## src/rtl/soft_rst_gen.sv

```systemverilog
// Soft reset request generator: keyed register write or filtered PLL lock loss
// produces a stretched active-low soft_rst pulse followed by a hold-off window.
module soft_rst_gen #(
  parameter logic [15:0] RST_KEY     = 16'hA55A,
  parameter logic [15:0] PULSE_WIDTH = 16'd1000,
  parameter logic [15:0] HOLDOFF     = 16'd4000,
  parameter logic [7:0]  LOCK_FILT   = 8'd16
) (
  input  logic        clk_125m,
  input  logic        rst_125m_n,
  input  logic        wr_en,
  input  logic [15:0] wr_data,
  output logic        wr_ack,
  output logic        wr_err,
  input  logic        pll_lock,
  input  logic        lock_mon_en,
  output logic        soft_rst,
  output logic        busy,
  output logic [1:0]  rst_cause,
  output logic [7:0]  rst_cnt
);

  // Terminal counts; a zero-length phase still lasts one cycle.
  localparam logic [15:0] PW_LAST = (PULSE_WIDTH == 16'd0) ? 16'd0 : PULSE_WIDTH - 16'd1;
  localparam logic [15:0] HO_LAST = (HOLDOFF == 16'd0) ? 16'd0 : HOLDOFF - 16'd1;

  typedef enum logic [1:0] {IDLE, ASSERT, HOLD} state_t;

  state_t      state, state_nxt;
  logic [15:0] cnt, cnt_nxt;
  logic [1:0]  lock_sync;
  logic        lock_s;
  logic [7:0]  filt_cnt;
  logic        lock_armed;
  logic        write_trig, lock_trig, trig;
  logic        soft_rst_nxt, busy_nxt;
  logic [1:0]  cause_nxt;
  logic [7:0]  rst_cnt_nxt;

  function automatic logic [7:0] sat_inc(input logic [7:0] v);
    return (v == 8'hFF) ? v : v + 8'd1;
  endfunction

  assign lock_s     = lock_sync[1];
  assign lock_trig  = (filt_cnt == LOCK_FILT) && lock_armed && lock_mon_en;
  assign write_trig = wr_en && (wr_data == RST_KEY) && (state == IDLE);
  assign trig       = (state == IDLE) && (write_trig || lock_trig);

  // Lock synchronizer and loss filter; re-arming needs lock seen high again.
  always_ff @(posedge clk_125m or negedge rst_125m_n) begin
    if (!rst_125m_n) begin
      lock_sync  <= 2'b11;
      filt_cnt   <= 8'd0;
      lock_armed <= 1'b1;
    end else begin
      lock_sync <= {lock_sync[0], pll_lock};
      if (lock_s) begin
        filt_cnt   <= 8'd0;
        lock_armed <= 1'b1;
      end else begin
        if (filt_cnt != LOCK_FILT) filt_cnt <= filt_cnt + 8'd1;
        if (trig && lock_trig) lock_armed <= 1'b0;
      end
    end
  end

  always_comb begin
    state_nxt    = state;
    cnt_nxt      = cnt;
    soft_rst_nxt = 1'b1;
    busy_nxt     = 1'b0;
    cause_nxt    = rst_cause;
    rst_cnt_nxt  = rst_cnt;
    case (state)
      IDLE: begin
        if (trig) begin
          state_nxt    = ASSERT;
          cnt_nxt      = 16'd0;
          soft_rst_nxt = 1'b0;
          busy_nxt     = 1'b1;
          cause_nxt    = {lock_trig, write_trig};
          rst_cnt_nxt  = sat_inc(rst_cnt);
        end
      end
      ASSERT: begin
        busy_nxt = 1'b1;
        if (cnt == PW_LAST) begin
          state_nxt = HOLD;
          cnt_nxt   = 16'd0;
        end else begin
          cnt_nxt      = cnt + 16'd1;
          soft_rst_nxt = 1'b0;
        end
      end
      HOLD: begin
        if (cnt == HO_LAST) begin
          state_nxt = IDLE;
          cnt_nxt   = 16'd0;
        end else begin
          cnt_nxt  = cnt + 16'd1;
          busy_nxt = 1'b1;
        end
      end
      default: state_nxt = IDLE;
    endcase
  end

  always_ff @(posedge clk_125m or negedge rst_125m_n) begin
    if (!rst_125m_n) begin
      state     <= IDLE;
      cnt       <= 16'd0;
      soft_rst  <= 1'b1;
      busy      <= 1'b0;
      wr_ack    <= 1'b0;
      wr_err    <= 1'b0;
      rst_cause <= 2'b00;
      rst_cnt   <= 8'd0;
    end else begin
      state     <= state_nxt;
      cnt       <= cnt_nxt;
      soft_rst  <= soft_rst_nxt;
      busy      <= busy_nxt;
      wr_ack    <= write_trig;
      wr_err    <= wr_en && !write_trig;
      rst_cause <= cause_nxt;
      rst_cnt   <= rst_cnt_nxt;
    end
  end

endmodule

```

## config.mk

```make
export PLATFORM = sky130hd
export DESIGN_NAME = soft_rst_gen
export DESIGN_NICKNAME = d
export VERILOG_FILES = /design/src/rtl/soft_rst_gen.sv
export SDC_FILE = /design/constraint.sdc
export NUM_CORES = 1
export LEC_CHECK = 0
export BUFFER_PORTS_ARGS = -buffer_cell sky130_fd_sc_hd__clkbuf_2
export CAP_MARGIN = 30
export CORE_MARGIN = 2
export CORE_UTILIZATION = 30
export DETAILED_ROUTE_END_ITERATION = 7
export SYNTH_ARGS = -nofsm -noshare
export SYNTH_HDL_FRONTEND = slang
export SYNTH_SLANG_ARGS = --single-unit
```

## constraint.sdc

```tcl
create_clock -name clk_125m -period 3.68 [get_ports clk_125m]
set_clock_uncertainty 0.05 [all_clocks]
set_input_delay 0.184 -clock clk_125m [delete_from_list [all_inputs] [get_ports clk_125m]]
set_output_delay 0.184 -clock clk_125m [all_outputs]
set_load 0.02 [all_outputs]
```

==> flow_summary.ini, run 1 <==
[worst_setup_path]
start_kind = register
timing.rr.start = state[0]$_DFFE_PN0P_
critPathKind = reg -> reg
arrival_ns = 2.64
critical_path.reg2reg.endpoint = rst_cnt[1]$_DFFE_PN0P_
crit_fanout = 16
r2r_setup_slack_ns = 1.18
required_ns = 3.82
reg2reg_depth = 7
worstSetupEndpointType = register

[synthesis]
synth_area_per_cell_sq_um = 10.3
syn_inst = 230
synth_area_sq_um = 2380
synth_edf_count = 0
syn-num-nets = 259
ys.flop_type = dfrtp_1
yosysWarnings = 0
synth_seq_cells = 43
yosysSeqAreaShare_pct = 45.4
postSynth.asyncResetShare_pct = 100
yosysUniqueCellTypes = 49

[power]
p_switching_uw = 192
p_seq_share_pct = 54.4
comb_power_share_pct = 4.1
clkPwrFrac_pct = 41.5
pwr_density_cell_nw_per_um2 = 320
power.leakage_uw = 0.00131
p_int_uw = 697
switching_share_pct = 21.6
ir_drop_mv = 0.126

[sta]
setup_viol = 0
hold_viol_final = 0
fin_crit_sh_pct = 68.0
setup_tns_ns = 0
fin_ws_ns = 1.18
max-slew-margin-rel_pct = 60.2
worst_hold_slack_ns = 0.0670
period_minus_slack_ns = 2.50
rsz0062_at_grt = no
fmaxAchievable_ghz = 0.400
worst_pin_slew_ns = 0.589
slew_viol_final = 0

[place]
place_ws_ns = 1.21
dp.cells = 361
placed_area_sq_um = 2650
gp_congestion = 0.792
hpwl_um = 3690
io_buffers = 34

[clock_tree]
clkLatencyLatePin_ns = 0.30
htreeDepth = 2
post_cts_buffers = 0
clock-sinks = 43
cts_tree = built
clk_pin_slew_ns = 0.08
numCtsBuffers = 5
root_buffer = clkbuf_8
cts_buffer_depth = 2

[cells_and_area]
instances_no_fill = 371
design_area_sq_um = 2780
syn_to_final_growth_pct = 16.7
final_cell_mix = 39 x dfrtp_1, 34 x clkbuf_2, 15 x and3_1, 15 x nor2_1, 15 x a22o_1
fillCellCount = 786
layout.nets = 297
n_antenna_cell = 0
final_common_cell = dfrtp_1
drive_gt1_share_pct = 21.9

[route]
wl_per_cell_um = 13.5
drt_iter0_markers = 75
dr.pass1.iters = 4
vias = 1861
ant_nets = 0
finalWirelength_um = 5020
drc_errors = 0
via_per_inst = 5.02

[floorplan]
dieWidth_um = 93.0
ioPinCount = 35
initial_core_util_pct = 30.9
die_h_um = 93.0
fp.dieArea_sq_um = 8660
rows = 32
core_sq_um = 7690

[global_routing]
grt_pass1_wl_um = 8430
grt_max_degree = 28
grt_antenna_before_repair = 0
track_usage_pct = 12.3
grt.overflow.total = 0
grt_pass1_vias = 1734

[min_path]
min_to = wr_err$_DFF_PN0_
hold_path_depth = 2
hp-start = wr_en
hp-class = in -> reg

[run]
max_cap_viol_count = 0

[outcome]
outcome = completed
## timing repair
| action | in CTS | in global routing |
|---|---|---|
| hold buffers | 2 | 0 |
| hold endpoints to repair | 17 | 0 |
| resized for setup | 0 | 0 |
## state kept, by name, summed over array words and instances (netlist names)
name / cells
busy: 1
lock_armed: 1
wr_err: 1
lock_sync: 2
cnt: 16
rst_cnt: 8
soft_rst: 1
filt_cnt: 8
state: 2
wr_ack: 1
rst_cause: 2
## kinds of logic after synthesis
logic type | share of synthesized area [%]
buffers and inverters | 3.73
xor gates and xnor gates | 4.79
DFF | 45.4
muxes | 0.947
AOI/OAI and AO/OA | 15.6
adders and majority gates | 4.21
and+or+nand+nor | 25.3
## worst max-delay path, stage by stage (launching register included)
cell      delay, ns
dfrtp_1        0.41
inv_1          0.10
ha_1           0.48
and4bb_1       0.29
nand3_1        0.15
o21bai_2       0.36
nand3_1        0.19
mux2_1         0.35
## layer usage
| metal | up-vias | track usage [%] | part of all wire [%] |
|---|---|---|---|
| met5 | - | 0 | 0 |
| met4 | 0 | 5.02 | 1.7 |
| met3 | 6 | 2.74 | 3.8 |
| met2 | 33 | 19.1 | 46 |
| met1 | 900 | 16.5 | 49 |
| li1 | 922 | - | - |
## how the worst max path moves through the flow
stage / startpoint / endpoint / cells past startpoint
6_report: state[0]$_DFFE_PN0P_ / rst_cnt[1]$_DFFE_PN0P_ / 7
5_1_grt: state[0]$_DFFE_PN0P_ / cnt[5]$_DFFE_PN0P_ / 7
4_1_cts: state[0]$_DFFE_PN0P_ / rst_cnt[1]$_DFFE_PN0P_ / 7
3_5_place_dp: state[0]$_DFFE_PN0P_ / rst_cnt[1]$_DFFE_PN0P_ / 7
3_3_place_gp: state[0]$_DFFE_PN0P_ / cnt[5]$_DFFE_PN0P_ / 7
2_1_floorplan: state[0]$_DFFE_PN0P_ / cnt[10]$_DFFE_PN0P_ / 8
## per-stage QoR
step | utilization, % | power (uW)
2_1_floorplan | - | 502
3_3_place_gp | 34.1 | 526
3_5_place_dp | 34.4 | 529
4_1_cts | 36.1 | 905
5_1_grt | 36.1 | 929
6_report | 36.1 | 889
## cell usage after synthesis, types with 3 or more instances
cell type  count  area [sq um]
dfrtp_1       39           976
dfstp_2        4           105
nor2_1        15          56.3
nor4bb_1       3          30.0
a21oi_1        5          25.0
inv_1         10          37.5
xor2_1         5          43.8
nor4_1         4          25.0
nand4_1        8          50.1
and3_1        15          93.8
o21ai_1       14          70.1
and4bb_1       3          37.5
and4_1         3          26.3
xnor2_1        8          70.1
a21o_1         3          22.5
a22o_1        15           131
nor3_1         6          30.0
ha_1           8           100
nand3_1       13          65.1
nor2b_1        6          37.5
nand2_1       11          41.3
## area by class of cell
cell class | instances | area, sq um | area share, %
Multi-Input combinational cell | 171 | 1210 | 43.6
Clock inverter | 2 | 37.5 | 1.35
Inverter | 10 | 37.5 | 1.35
Tap cell | 102 | 128 | 4.60
Sequential cell | 43 | 1080 | 39.0
Timing Repair Buffer | 37 | 210 | 7.57
Clock buffer | 6 | 72.6 | 2.61
## power by group through the flow
stage                     sequential [uW]  clock [uW]  combinational, uW
after CTS                             484         383               38.4
after detailed placement              493           0               36.6
after global routing                  485         402               42.0
after global placement                493           0               33.3
after floorplan                       491           0               11.1
final                                 484         369               36.7
Power figures use the tool's default switching activity.
==> inputs of run 2 (changes only) <==
==> constraint.sdc (replaced) <==
create_clock -name clk_125m -period 2.5 [get_ports clk_125m]
set_clock_uncertainty 0.05 [all_clocks]
set_input_delay 0.125 -clock clk_125m [delete_from_list [all_inputs] [get_ports clk_125m]]
set_output_delay 0.125 -clock clk_125m [all_outputs]
set_load 0.02 [all_outputs]
==> run 2 against run 1 <==
Via count is 0.11% lower. First-iteration DRC count decreased by 2.7%. Fmax increased by 10%. Utilization grew 0.098 points. Sequential share of layout area decreased by 0.11 points. Global-route usage fell by 0.097 points. Clock power increased by 51%.
==> flow_summary.ini, run 2 (synthesis results as in run 1) <==
[power]
ir_drop_mv = 0.251
switching_share_pct = 22.0
comb_power_share_pct = 3.8
p_seq_share_pct = 54.0
p_int_uw = 1030
clkPwrFrac_pct = 42.2
pwr_density_cell_nw_per_um2 = 473
p_switching_uw = 290
power.leakage_uw = 0.00132

[worst_setup_path]
r2r_setup_slack_ns = 0.23
start_kind = register
critPathKind = reg -> reg
reg2reg_depth = 7
worstSetupEndpointType = register
arrival_ns = 2.41
timing.rr.start = state[0]$_DFFE_PN0P_
crit_fanout = 15
required_ns = 2.64
critical_path.reg2reg.endpoint = cnt[0]$_DFFE_PN0P_

[route]
via_per_inst = 4.98
drc_errors = 0
finalWirelength_um = 4920
drt_iter0_markers = 73
dr.pass1.iters = 4
wl_per_cell_um = 13.2
vias = 1859
ant_nets = 0

[cells_and_area]
instances_no_fill = 373
top_register = cnt
syn_to_final_growth_pct = 17.0
layout.nets = 299
n_antenna_cell = 0
drive_gt1_share_pct = 22.9
top_regs = cnt (16), filt_cnt (8), rst_cnt (8)
largest_reg_flops = 16
fillCellCount = 793
final_common_cell = dfrtp_1
final_cell_mix = 39 x dfrtp_1, 34 x clkbuf_2, 15 x and3_1, 15 x nor2_1, 15 x a22o_1
design_area_sq_um = 2780

[clock_tree]
root_buffer = clkbuf_8
clk_pin_slew_ns = 0.09
numCtsBuffers = 5
clock-sinks = 43
cts_buffer_depth = 2
cts_tree = built
clkLatencyLatePin_ns = 0.30
htreeDepth = 2
post_cts_resized = 0

[floorplan]
ioPinCount = 35
core_sq_um = 7690
initial_core_util_pct = 30.9
dieWidth_um = 93.0
fp.dieArea_sq_um = 8660
die_h_um = 93.0
rows = 32

[sta]
worst_pin_slew_ns = 0.551
hold_viol_final = 0
max-slew-margin-rel_pct = 63.3
setup_tns_ns = 0
fmaxAchievable_ghz = 0.440
fin_crit_sh_pct = 90.8
setup_viol = 0
slew_viol_final = 0
period_minus_slack_ns = 2.27
rsz0062_at_grt = no

[global_routing]
grt_antenna_before_repair = 0
track_usage_pct = 12.2
grt.overflow.total = 0
grt_pass1_wl_um = 8490
grt_pass1_vias = 1809
grt_max_degree = 44

[place]
dp.cells = 363
gp_congestion = 0.777
hpwl_um = 3600
placed_area_sq_um = 2650
io_buffers = 34

[min_path]
hp-class = in -> reg
hold_path_depth = 2
min_to = wr_err$_DFF_PN0_
hp-start = wr_en

[run]
max_cap_viol_count = 0

[outcome]
outcome = completed
==> run 2: final cells by class <==
type | instances | area (sq um) | area share, %
multi-input combinational | 171 | 1210 | 43.4
clock buffer | 5 | 68.8 | 2.47
tap | 102 | 128 | 4.59
inverter | 10 | 37.5 | 1.35
clock inverter | 3 | 46.3 | 1.66
timing repair buffer | 39 | 213 | 7.64
sequential | 43 | 1080 | 38.8
==> run 2: timing repair <==
| item | 4_1_cts | 5_1_grt |
|---|---|---|
| setup buffers | 0 | 0 |
| setup endpoints to repair | 0 | 0 |
| endpoints found under the hold margin | 40 | 0 |
| hold buffers | 2 | 0 |
==> run 2: critical path, cell delays in order, from the launching register on <==
cell and delay [ns]:
dfrtp_1 0.39, inv_1 0.09, ha_1 0.27, and4bb_1 0.26, and4b_1 0.19, a21oi_1 0.44, nor2_4 0.18, mux2_2 0.29
==> run 2: worst max path at each step <==
stage,cells after the start,to,startpoint,slack (ns)
final,7,cnt[0]$_DFFE_PN0P_,state[0]$_DFFE_PN0P_,0.23
after global routing,7,cnt[12]$_DFFE_PN0P_,state[1]$_DFFE_PN0P_,0.07
after CTS,7,cnt[0]$_DFFE_PN0P_,state[0]$_DFFE_PN0P_,0.22
after detailed placement,7,cnt[0]$_DFFE_PN0P_,state[0]$_DFFE_PN0P_,0.26
after global placement,7,cnt[0]$_DFFE_PN0P_,state[0]$_DFFE_PN0P_,0.30
after floorplan,8,cnt[10]$_DFFE_PN0P_,state[0]$_DFFE_PN0P_,0.51
==> run 2: metal layers <==
metal  GRT usage, %  vias to the layer above  part of all wire (%)
met4           4.17                        0                   1.4
li1               -                      929                     -
met2           19.2                       37                    45
met3           2.66                        6                   4.6
met5              0                        -                     0
met1           16.6                      887                    49
==> run 2: power by group through the flow <==
stage / clock network, uW / registers (uW) / logic, uW
finish: 556 / 711 / 50.3
CTS: 577 / 712 / 52.5
global route: 614 / 713 / 58.6
global placement: 0 / 725 / 48.4
detailed placement: 0 / 725 / 49.9
floorplan: 0 / 722 / 16.3
==> run 2: stage by stage <==
step | power [uW] | hold WS (ns) | setup WS [ns] | utilization, %
final | 1320 | 0.00572 | 0.229 | 36.2
after global routing | 1390 | 0.0105 | 0.0675 | 36.2
after CTS | 1340 | 0.00169 | 0.219 | 36.2
after detailed placement | 775 | 0.166 | 0.257 | 34.4
after global placement | 773 | 0.164 | 0.304 | 34.4
after floorplan | 739 | -0.221 | 0.505 | -
==> inputs of run 3 (changes only) <==
==> constraint.sdc (replaced) <==
create_clock -name clk_125m -period 2.46 [get_ports clk_125m]
set_clock_uncertainty 0.05 [all_clocks]
set_input_delay 0.123 -clock clk_125m [delete_from_list [all_inputs] [get_ports clk_125m]]
set_output_delay 0.123 -clock clk_125m [all_outputs]
set_load 0.02 [all_outputs]
==> run 3 against run 2 <==
Die area is the same. Clock power shrank 20%. Critical endpoint is now rst_cnt[1]$_DFFE_PN0P_. Critical path depth is the same. Highest routed layer unchanged. Worst hold slack gained 0.0017 ns.
==> flow_summary.ini, run 3 (synthesis results as in run 1) <==
[worst_setup_path]
max_stage_delay_ns = 0.40
crit_fanout = 8
critPathTopFamily = simple AND/OR/NAND/NOR gates
critPathKind = reg -> reg
start_kind = register
cp_num_buf_inv = 1
arrival_ns = 2.39
slowest_stage = dfrtp_1
worstSetupEndpointType = register
required_ns = 2.59
cpMostUsedCell = nand3_1
worstPathCellList = inv_1 -> ha_1 -> and4bb_1 -> nand3_1 -> o21bai_2 -> nand3_1 -> mux2_1

[sta]
fin_crit_sh_pct = 91.8
period_minus_slack_ns = 2.26
setup_tns_ns = 0
rsz0062_at_grt = no
slew_viol_final = 0
worst_pin_slew_ns = 0.449
max-slew-margin-rel_pct = 70.1
fin_ws_ns = 0.202
hold_viol_final = 0
fmaxAchievable_ghz = 0.443
setup_viol = 0

[cells_and_area]
instances_no_fill = 374
final_common_cell = dfrtp_1
largest_reg_flops = 16
utilization_pct = 35.9
syn_to_final_growth_pct = 16.0
final_cell_mix = 39 x dfrtp_1, 34 x clkbuf_2, 15 x and3_1, 15 x nor2_1, 15 x a22o_1
top_regs = cnt (16), filt_cnt (8), rst_cnt (8)
top_register = cnt
drive_gt1_share_pct = 22.8
layout.nets = 300
n_antenna_cell = 0

[power]
pwr_density_cell_nw_per_um2 = 443
ir_drop_mv = 0.178
power.leakage_uw = 0.00131

[place]
hpwl_um = 3660
dp.cells = 364
gp_congestion = 0.815
place_ws_ns = 0.225
io_buffers = 34

[clock_tree]
post_cts_resized = 0
cts_tree = built
cts_buffer_depth = 2
root_buffer = clkbuf_8
numCtsBuffers = 5
clkLatencyLatePin_ns = 0.30
clk_pin_slew_ns = 0.09
htreeDepth = 2
clock-sinks = 43

[global_routing]
grt.overflow.total = 0
track_usage_pct = 12.3
grt_max_degree = 25
grt_pass1_vias = 1797
grt_pass1_wl_um = 8450
grt_antenna_before_repair = 0

[floorplan]
fp.dieArea_sq_um = 8660
rows = 32
dieWidth_um = 93.0
ioPinCount = 35
initial_core_util_pct = 30.9
core_sq_um = 7690
die_h_um = 93.0

[route]
dr.pass1.iters = 4
vias = 1869
ant_nets = 0
drt_iter0_markers = 82
finalWirelength_um = 4960
wl_per_cell_um = 13.3
via_per_inst = 5.00
drc_errors = 0

[run]
max_cap_viol_count = 0

[min_path]
hp-class = in -> reg

[outcome]
outcome = completed
==> run 3: metrics by stage <==
stage	power [uW]	hold slack, ns	cell area [sq um]
after floorplan	751	-0.223	2380
after global placement	788	0.0664	2660
after detailed placement	790	0.0660	2660
after CTS	1240	0.00599	2760
after global routing	1280	0.00838	2760
final	1220	0.00739	2760
==> run 3: metal layers <==
metal | vias to the layer above | GRT usage (%) | share of wire (%)
met5 | - | 0 | 0
met4 | 0 | 3.80 | 1.4
met3 | 9 | 2.82 | 3.9
met2 | 37 | 19.4 | 45
met1 | 891 | 16.8 | 50
li1 | 932 | - | -
==> run 3: worst paths after layout <==
check | cells past startpoint | endpoint | slack [ns] | startpoint
setup / recovery | 7 | rst_cnt[1]$_DFFE_PN0P_ | 0.20 | state[0]$_DFFE_PN0P_
hold / removal | 2 | wr_err$_DFF_PN0_ | 0.007 | wr_en
setup reg to reg | 7 | rst_cnt[1]$_DFFE_PN0P_ | 0.20 | state[0]$_DFFE_PN0P_
hold reg to reg | 0 | lock_sync[1]$_DFF_PN1_ | 0.31 | lock_sync[0]$_DFF_PN1_
max in group asynchronous | 3 | soft_rst$_DFF_PN1_ | 1.75 | rst_125m_n
min in group asynchronous | 3 | rst_cnt[0]$_DFFE_PN0P_ | 0.27 | rst_125m_n
==> run 3: repair_timing <==
| item | 4_1_cts | 5_1_grt |
|---|---|---|
| hold endpoints to repair | 40 | 0 |
| hold buffers | 2 | 0 |
| setup buffers | 0 | 0 |
| endpoints found under the setup margin | 0 | 0 |
==> run 3: power breakdown <==
part	internal, uW	total, uW	switching (uW)	leakage (uW)
Combinational	25.4	53.2	27.8	0.000713
Sequential	714	723	9.05	0.000557
Clock	199	447	248	0.0000412
Total	938	1220	285	0.00131
==> run 3: final cells by class <==
class                      count  area, sq um
timing repair buffer          40          220
fill                         807         4930
sequential                    43         1080
multi-input combinational    171         1210
clock inverter                 2         12.5
tap                          102          128
clock buffer                   6         72.6
inverter                      10         37.5
